## src/rtl/ac97_frame_ctl.sv

```systemverilog
// AC97 link frame sequencer: 256-bit frame counter, SYNC, slot 0-4 latch
// strobes, clean start/stop, frame completion count and codec-ready flag.
module ac97_frame_ctl #(
    parameter int IN_DLY = 2
) (
    input  logic       clk,
    input  logic       rst,
    input  logic       en,
    input  logic       codec_rdy_in,
    output logic       sync,
    output logic [4:0] out_le,
    output logic       frame_done,
    output logic       running,
    output logic       codec_ready,
    output logic [7:0] frame_cnt
);

    typedef enum logic [1:0] {
        IDLE,
        RUN,
        STOP
    } state_t;

    state_t     state_q, state_d;
    logic [7:0] cnt_q, cnt_d;
    logic       act_d;
    logic       end_d;
    logic [4:0] le_d;

    always_comb begin
        state_d = state_q;
        cnt_d   = cnt_q + 8'd1;
        unique case (state_q)
            IDLE: begin
                if (en) state_d = RUN;
            end
            RUN: begin
                if (cnt_q == 8'hff) state_d = en ? RUN : IDLE;
                else if (!en)       state_d = STOP;
            end
            STOP: begin
                if (cnt_q == 8'hff) state_d = en ? RUN : IDLE;
                else if (en)        state_d = RUN;
            end
            default: state_d = IDLE;
        endcase
        // A frame always starts at bit 0, whichever way it is entered
        if (state_q == IDLE || state_d == IDLE) cnt_d = 8'd0;
    end

    assign act_d = (state_d != IDLE);
    assign end_d = act_d && (cnt_d == 8'hff);

    // Strobe when the slot's last bit has reached the shift register
    always_comb begin
        le_d = 5'd0;
        for (int s = 0; s < 5; s++) begin
            le_d[s] = act_d && (cnt_d == 8'(15 + 20 * s + IN_DLY));
        end
    end

    always_ff @(posedge clk or posedge rst) begin
        if (rst) begin
            state_q     <= IDLE;
            cnt_q       <= 8'd0;
            sync        <= 1'b0;
            out_le      <= 5'd0;
            frame_done  <= 1'b0;
            running     <= 1'b0;
            codec_ready <= 1'b0;
            frame_cnt   <= 8'd0;
        end else begin
            state_q    <= state_d;
            cnt_q      <= cnt_d;
            running    <= act_d;
            sync       <= act_d && (cnt_d < 8'd16);
            out_le     <= le_d;
            frame_done <= end_d;
            if (end_d)     frame_cnt   <= frame_cnt + 8'd1;
            if (out_le[0]) codec_ready <= codec_rdy_in;
        end
    end

endmodule
```

## config.mk

```make
export PLATFORM = sky130hd
export DESIGN_NAME = ac97_frame_ctl
export DESIGN_NICKNAME = d
export VERILOG_FILES = /design/src/rtl/ac97_frame_ctl.sv
export SDC_FILE = /design/constraint.sdc
export NUM_CORES = 1
export LEC_CHECK = 0
export CORE_UTILIZATION = 54
export CTS_BUF_LIST = sky130_fd_sc_hd__clkbuf_4
export DETAILED_ROUTE_END_ITERATION = 10
export PLACE_DENSITY = 0.82
export SETUP_SLACK_MARGIN = 0.05
export SLEW_MARGIN = 10
export SYNTH_ARGS = -nofsm -noshare
export SYNTH_HDL_FRONTEND = slang
export SYNTH_SLANG_ARGS = --single-unit
export TNS_END_PERCENT = 50
```

## constraint.sdc

```tcl
create_clock -name clk -period 2.9 [get_ports clk]
set_input_delay 0.58 -clock clk [delete_from_list [all_inputs] [get_ports clk]]
set_output_delay 0.58 -clock clk [all_outputs]
set_load 0.05 [all_outputs]
```

==> results.json, run 1 <==
{
  "synth_top_area_share": 0.543,
  "dp_hpwl_um": 1650,
  "fin_crit_sh": 0.820,
  "drive_gt1_frac": 0.0896,
  "whs_path_depth": 1,
  "cp-end-kind": "flip-flop",
  "rsz0062_at_grt": "no",
  "rr_worst_depth": 5,
  "setup_violations": 0,
  "diodes": 0,
  "vdd_drop_max_mv": 0.350,
  "antenna_found_initial": 0,
  "cp.arrival_ns": 2.59,
  "drtIter0Drc": 8,
  "period_needed_ns": 2.38,
  "final_nets": 141,
  "required_ns": 3.12,
  "dp_cells": 158,
  "boundaryPins": 21,
  "synthCells": 113,
  "dieArea_um2": 2500,
  "yosys_register_bits": 27,
  "ys_seq_area_frac": 0.543,
  "final_cells": 162,
  "ys.flop_type": "dfrtp_1",
  "clock-sinks": 27,
  "syn_nets": 119,
  "fmax_ghz": 0.421,
  "skew_ns": 0.00647,
  "yosysUniqueCellTypes": 29,
  "grt_max_degree": 28,
  "synth_most_common_cell": "dfrtp_1",
  "start_util": 0.568,
  "cts_buffers": 3,
  "hold_violations": 0,
  "dr.pass1.iters": 4,
  "worst_pin_slew_ns": 0.504,
  "clk_pin_slew_ns": 0.14,
  "fp.dieH_um": 50.0,
  "cts_root_buf": "clkbuf_4",
  "status": "finished, final reports clean",
  "r2r_start": "cnt_q[0]$_DFF_PP0_",
  "synth_area_um2": 1240,
  "slew_headroom": 0.663,
  "num_vias": 870,
  "min_to": "frame_cnt[6]$_DFFE_PP0P_",
  "worstSetupStartpointType": "flip-flop",
  "cellLeakagePower_nw": 0.662,
  "yosysTopAreaCell": "dfrtp_1",
  "synth_area_leaders": "dfrtp_1 (54%), xnor2_1 (7.0%), xor2_1 (4.2%)",
  "hold_class": "flip-flop to flip-flop",
  "cts_buffer_depth": 2,
  "tritoncts": "built",
  "synth_edf_count": 0,
  "synthTopCellsByCount": "dfrtp_1 (27), nor2_1 (10), xnor2_1 (10)",
  "core.rowCount": 17,
  "dp_slack_ns": 0.501,
  "overflow": 0,
  "clk_latency_ns": 0.31,
  "core-area_um2": 2190,
  "critPathKind": "flip-flop to flip-flop",
  "path_max_fanout": 9,
  "syn_avg_cell_area_um2": 11.0,
  "syn2layout_area_growth_pct": 20.6,
  "synth_warnings": 0,
  "cts_resized": 0,
  "utilization": 0.685,
  "hold_buffers": 0,
  "grtUsageTotal": 0.191,
  "via_per_inst": 5.37,
  "timing.final.ws_setup_ns": 0.523,
  "dieWidth_um": 50.0,
  "grt_pass1_wl_um": 3650,
  "final.setup.tns_ns": 0,
  "wl_per_cell_um": 13.1,
  "port-buffer-count": 20,
  "cap_violations": 0,
  "timing.rr.end": "frame_cnt[1]$_DFFE_PP0P_",
  "power_density_nw_per_um2": 479,
  "r2r_slack_ns": 0.52,
  "route.detailed.drc": 0,
  "gp_congestion": 0.849,
  "ant_nets": 0,
  "htreeDepth": 1,
  "final_max_slew_viol_count": 0,
  "drt-total-wl_um": 2130,
  "worstHoldStart": "frame_cnt[6]$_DFFE_PP0P_",
  "grt_pass1_vias": 852,
  "async_flop_share": 1.00,
  "postCtsSetupBuffers": 0
}
[layout make-up]
| type | instances | area (µm²) |
|---|---|---|
| fill | 167 | 689 |
| sequential | 27 | 676 |
| multi-input combinational | 78 | 534 |
| timing repair buffer | 22 | 215 |
| tap | 28 | 35.0 |
| clock buffer | 4 | 30.0 |
| inverter | 3 | 11.3 |
[power breakdown]
group          leakage, nW  internal [W]  switching (W)
clock network       0.0184     0.0000630       0.000100
registers            0.365      0.000396      0.0000223
logic                0.279     0.0000517      0.0000865
[per-layer routing]
metal  vias up  GRT usage  part of all wire
li1        437          -                 -
met1       416      0.268              0.50
met2        17      0.307              0.48
met3         0     0.0278             0.021
met4         0     0.0524                 0
met5         -          0                 0
[placed cells by master, fill, tap and decap left out, drive strengths merged, types with 3 or more instances in the layout]
master | synthesis | layout
inv | 3 | 3
xnor2 | 10 | 10
and3 | 5 | 5
clkbuf | 3 | 4
nand3 | 9 | 9
nand2 | 5 | 5
nand4 | 3 | 3
a211oi | 3 | 3
and4 | 3 | 3
clkdlybuf4s50 | 0 | 20
xor2 | 6 | 6
nor2 | 10 | 10
dfrtp | 27 | 27
nor3 | 6 | 6
[worst max-delay path, cell delays in order, from the launching register on]
cell and delay (ns):
dfrtp_1 0.47, ha_1 0.29, xnor2_1 0.20, or4_4 0.52, a211oi_4 0.43, mux2_2 0.38
[how the worst max path moves through the flow]
stage,start,cells past startpoint,slack (ns),endpoint
floorplan,cnt_q[0]$_DFF_PP0_,5,0.72,frame_cnt[1]$_DFFE_PP0P_
global placement,en,6,0.54,frame_cnt[6]$_DFFE_PP0P_
detailed placement,en,6,0.50,frame_cnt[6]$_DFFE_PP0P_
CTS,cnt_q[0]$_DFF_PP0_,5,0.53,frame_cnt[1]$_DFFE_PP0P_
global route,cnt_q[0]$_DFF_PP0_,6,0.40,frame_cnt[2]$_DFFE_PP0P_
finish,cnt_q[0]$_DFF_PP0_,5,0.52,frame_cnt[1]$_DFFE_PP0P_
[stage by stage]
step           total power [W]  hold WS [ns]  instance area [µm²]
4_1_cts               0.000727         0.506                 1500
2_1_floorplan         0.000524         0.507                 1240
3_5_place_dp          0.000566         0.487                 1470
6_report              0.000720         0.497                 1500
3_3_place_gp          0.000556         0.461                 1470
5_1_grt               0.000759         0.531                 1500
[sequential cells by signal (all words and copies together) (netlist names)]
name         cells
state_q          2
out_le           5
sync             1
codec_ready      1
frame_cnt        8
running          1
cnt_q            8
frame_done       1
[cell families after synthesis]
family / share of synthesized area
xor gates and xnor gates: 0.113
muxes: 0.0181
DFF: 0.543
and+or+nand+nor: 0.217
AOI/OAI and AO/OA: 0.0613
adders and majority gates: 0.0201
buffers and inverters: 0.0281
No activity file was read; power rests on OpenSTA's default activity.
==> inputs of run 2 (changes only) <==
==> constraint.sdc (replaced) <==
create_clock -name clk -period 2.2 [get_ports clk]
set_input_delay 0.44 -clock clk [delete_from_list [all_inputs] [get_ports clk]]
set_output_delay 0.44 -clock clk [all_outputs]
set_load 0.05 [all_outputs]
==> run 2 against run 1 <==
Net effect:
- fmax grew 15%
- clock power up 32%
- first-iteration DRC count rose to 4.1 times the previous value
- critical path depth grew 1
- core utilization grew 4.7 points
- critical path type unchanged
- highest routed layer is now met4
==> results.json, run 2 (synthesis results as in run 1) <==
{
  "wl_per_cell_um": 14.5,
  "boundaryPins": 21,
  "drtIter0Drc": 33,
  "core.rowCount": 17,
  "cp_top_family": "simple AND/OR/NAND/NOR gates",
  "fin_crit_sh": 0.937,
  "hold_violations": 0,
  "port-buffer-count": 20,
  "timing.final.ws_setup_ns": 0.138,
  "setup_violations": 0,
  "critPathBufInv": 1,
  "drt-total-wl_um": 2500,
  "reg.largest.list": "cnt_q: 8 flops, frame_cnt: 8 flops, out_le: 5 flops",
  "dieArea_um2": 2500,
  "via_per_inst": 5.57,
  "final_max_slew_viol_count": 0,
  "cp-end-kind": "flip-flop",
  "ant_nets": 0,
  "worstSetupStartpointType": "flip-flop",
  "clk_latency_ns": 0.31,
  "final_common_cell": "dfrtp_1",
  "cp_slowest_cell": "dfrtp_1",
  "critPathKind": "flip-flop to flip-flop",
  "final_nets": 152,
  "vdd_drop_max_mv": 0.425,
  "clk_pin_slew_ns": 0.13,
  "slew_headroom": 0.666,
  "cpPeakStageDelay_ns": 0.44,
  "dr.pass1.iters": 4,
  "clock-sinks": 27,
  "path_max_fanout": 9,
  "dp_slack_ns": 0.0814,
  "skew_ns": 0.00292,
  "cts_root_buf": "clkbuf_4",
  "overflow": 0,
  "syn2layout_area_growth_pct": 28.9,
  "required_ns": 2.42,
  "final.setup.tns_ns": 0,
  "hold_class": "input pin to asynchronous set/reset pin",
  "num_vias": 964,
  "whs_ns": 0.464,
  "period_needed_ns": 2.06,
  "cellLeakagePower_nw": 0.719,
  "route.detailed.drc": 0,
  "worst_pin_slew_ns": 0.500,
  "cts_buffers": 3,
  "rsz0062_at_grt": "no",
  "grt_pass1_wl_um": 4210,
  "fmax_ghz": 0.485,
  "gp_congestion": 0.892,
  "grt_max_degree": 28,
  "core-area_um2": 2190,
  "drive_gt1_frac": 0.172,
  "cts_buffer_depth": 2,
  "tritoncts": "built",
  "dp_hpwl_um": 1780,
  "fp.dieH_um": 50.0,
  "grt_pass1_vias": 953,
  "antenna_found_initial": 0,
  "diodes": 0,
  "start_util": 0.568,
  "htreeDepth": 1,
  "crit_chain": "ha_4 -> nand4_1 -> or4_4 -> a211oi_4 -> buf_6 -> mux2_2",
  "final_cells": 173,
  "grtUsageTotal": 0.227,
  "most-common-layout-cells": "dfrtp_1 (27), clkdlybuf4s50_1 (20), buf_4 (12)",
  "status": "finished, final reports clean",
  "cap_violations": 0,
  "dieWidth_um": 50.0,
  "dp_cells": 166,
  "cp.arrival_ns": 2.28,
  "power_density_nw_per_um2": 638
}
[run 2: cell type report]
class | instances | area [µm²]
sequential | 27 | 676
fill | 145 | 586
multi-input combinational | 78 | 552
timing repair buffer | 33 | 302
tap | 28 | 35.0
clock buffer | 4 | 30.0
inverter | 3 | 11.3
[run 2: what timing repair did]
item                       4_1_cts  5_1_grt
gates resized for setup          0        3
setup endpoints to repair        1        6
setup buffers                    1        2
hold buffers                     0        0
pin swaps                        1        0
[run 2: report_power, final]
group	internal, W	leakage [nW]	switching [W]	total, W
clock	0.0000831	0.0184	0.000132	0.000215
combinational	0.000118	0.335	0.000142	0.000260
sequential	0.000522	0.365	0.0000267	0.000549
total	0.000723	0.719	0.000301	0.00102
[run 2: worst reg2reg max path, delay by kind of cell, from the launching register on]
family	cells	cell delay [ns]
flops	1	0.44
buf+inv	1	0.16
compound gates	1	0.22
fa+ha+maj	1	0.29
simple gates	2	0.53
mux	1	0.33
[run 2: final timing paths]
check | startpoint | end | slack (ns) | cells after the start
max reg2reg | cnt_q[1]$_DFF_PP0_ | frame_cnt[1]$_DFFE_PP0P_ | 0.14 | 6
max in group asynchronous | rst | cnt_q[6]$_DFF_PP0_ | 1.49 | 3
max | cnt_q[1]$_DFF_PP0_ | frame_cnt[1]$_DFFE_PP0P_ | 0.14 | 6
min reg2reg | frame_cnt[7]$_DFFE_PP0P_ | frame_cnt[7]$_DFFE_PP0P_ | 0.49 | 1
min in group clk | frame_cnt[7]$_DFFE_PP0P_ | frame_cnt[7]$_DFFE_PP0P_ | 0.49 | 1
min | rst | frame_cnt[6]$_DFFE_PP0P_ | 0.46 | 3
[run 2: per-layer routing]
layer  routed length [µm]  vias up  GRT usage
met3                   99        4     0.0278
met2                 1270       29      0.371
met1                 1100      468      0.296
li1                     -      463          -
met4                   29        0      0.105
met5                    0        -          0
[run 2: through the flow]
stage           util  power [W]  area [µm²]
6_report       0.733    0.00102        1610
5_1_grt        0.733    0.00108        1610
4_1_cts        0.716   0.000988        1570
3_5_place_dp   0.699   0.000773        1530
3_3_place_gp   0.699   0.000762        1530
2_1_floorplan      -   0.000690        1240
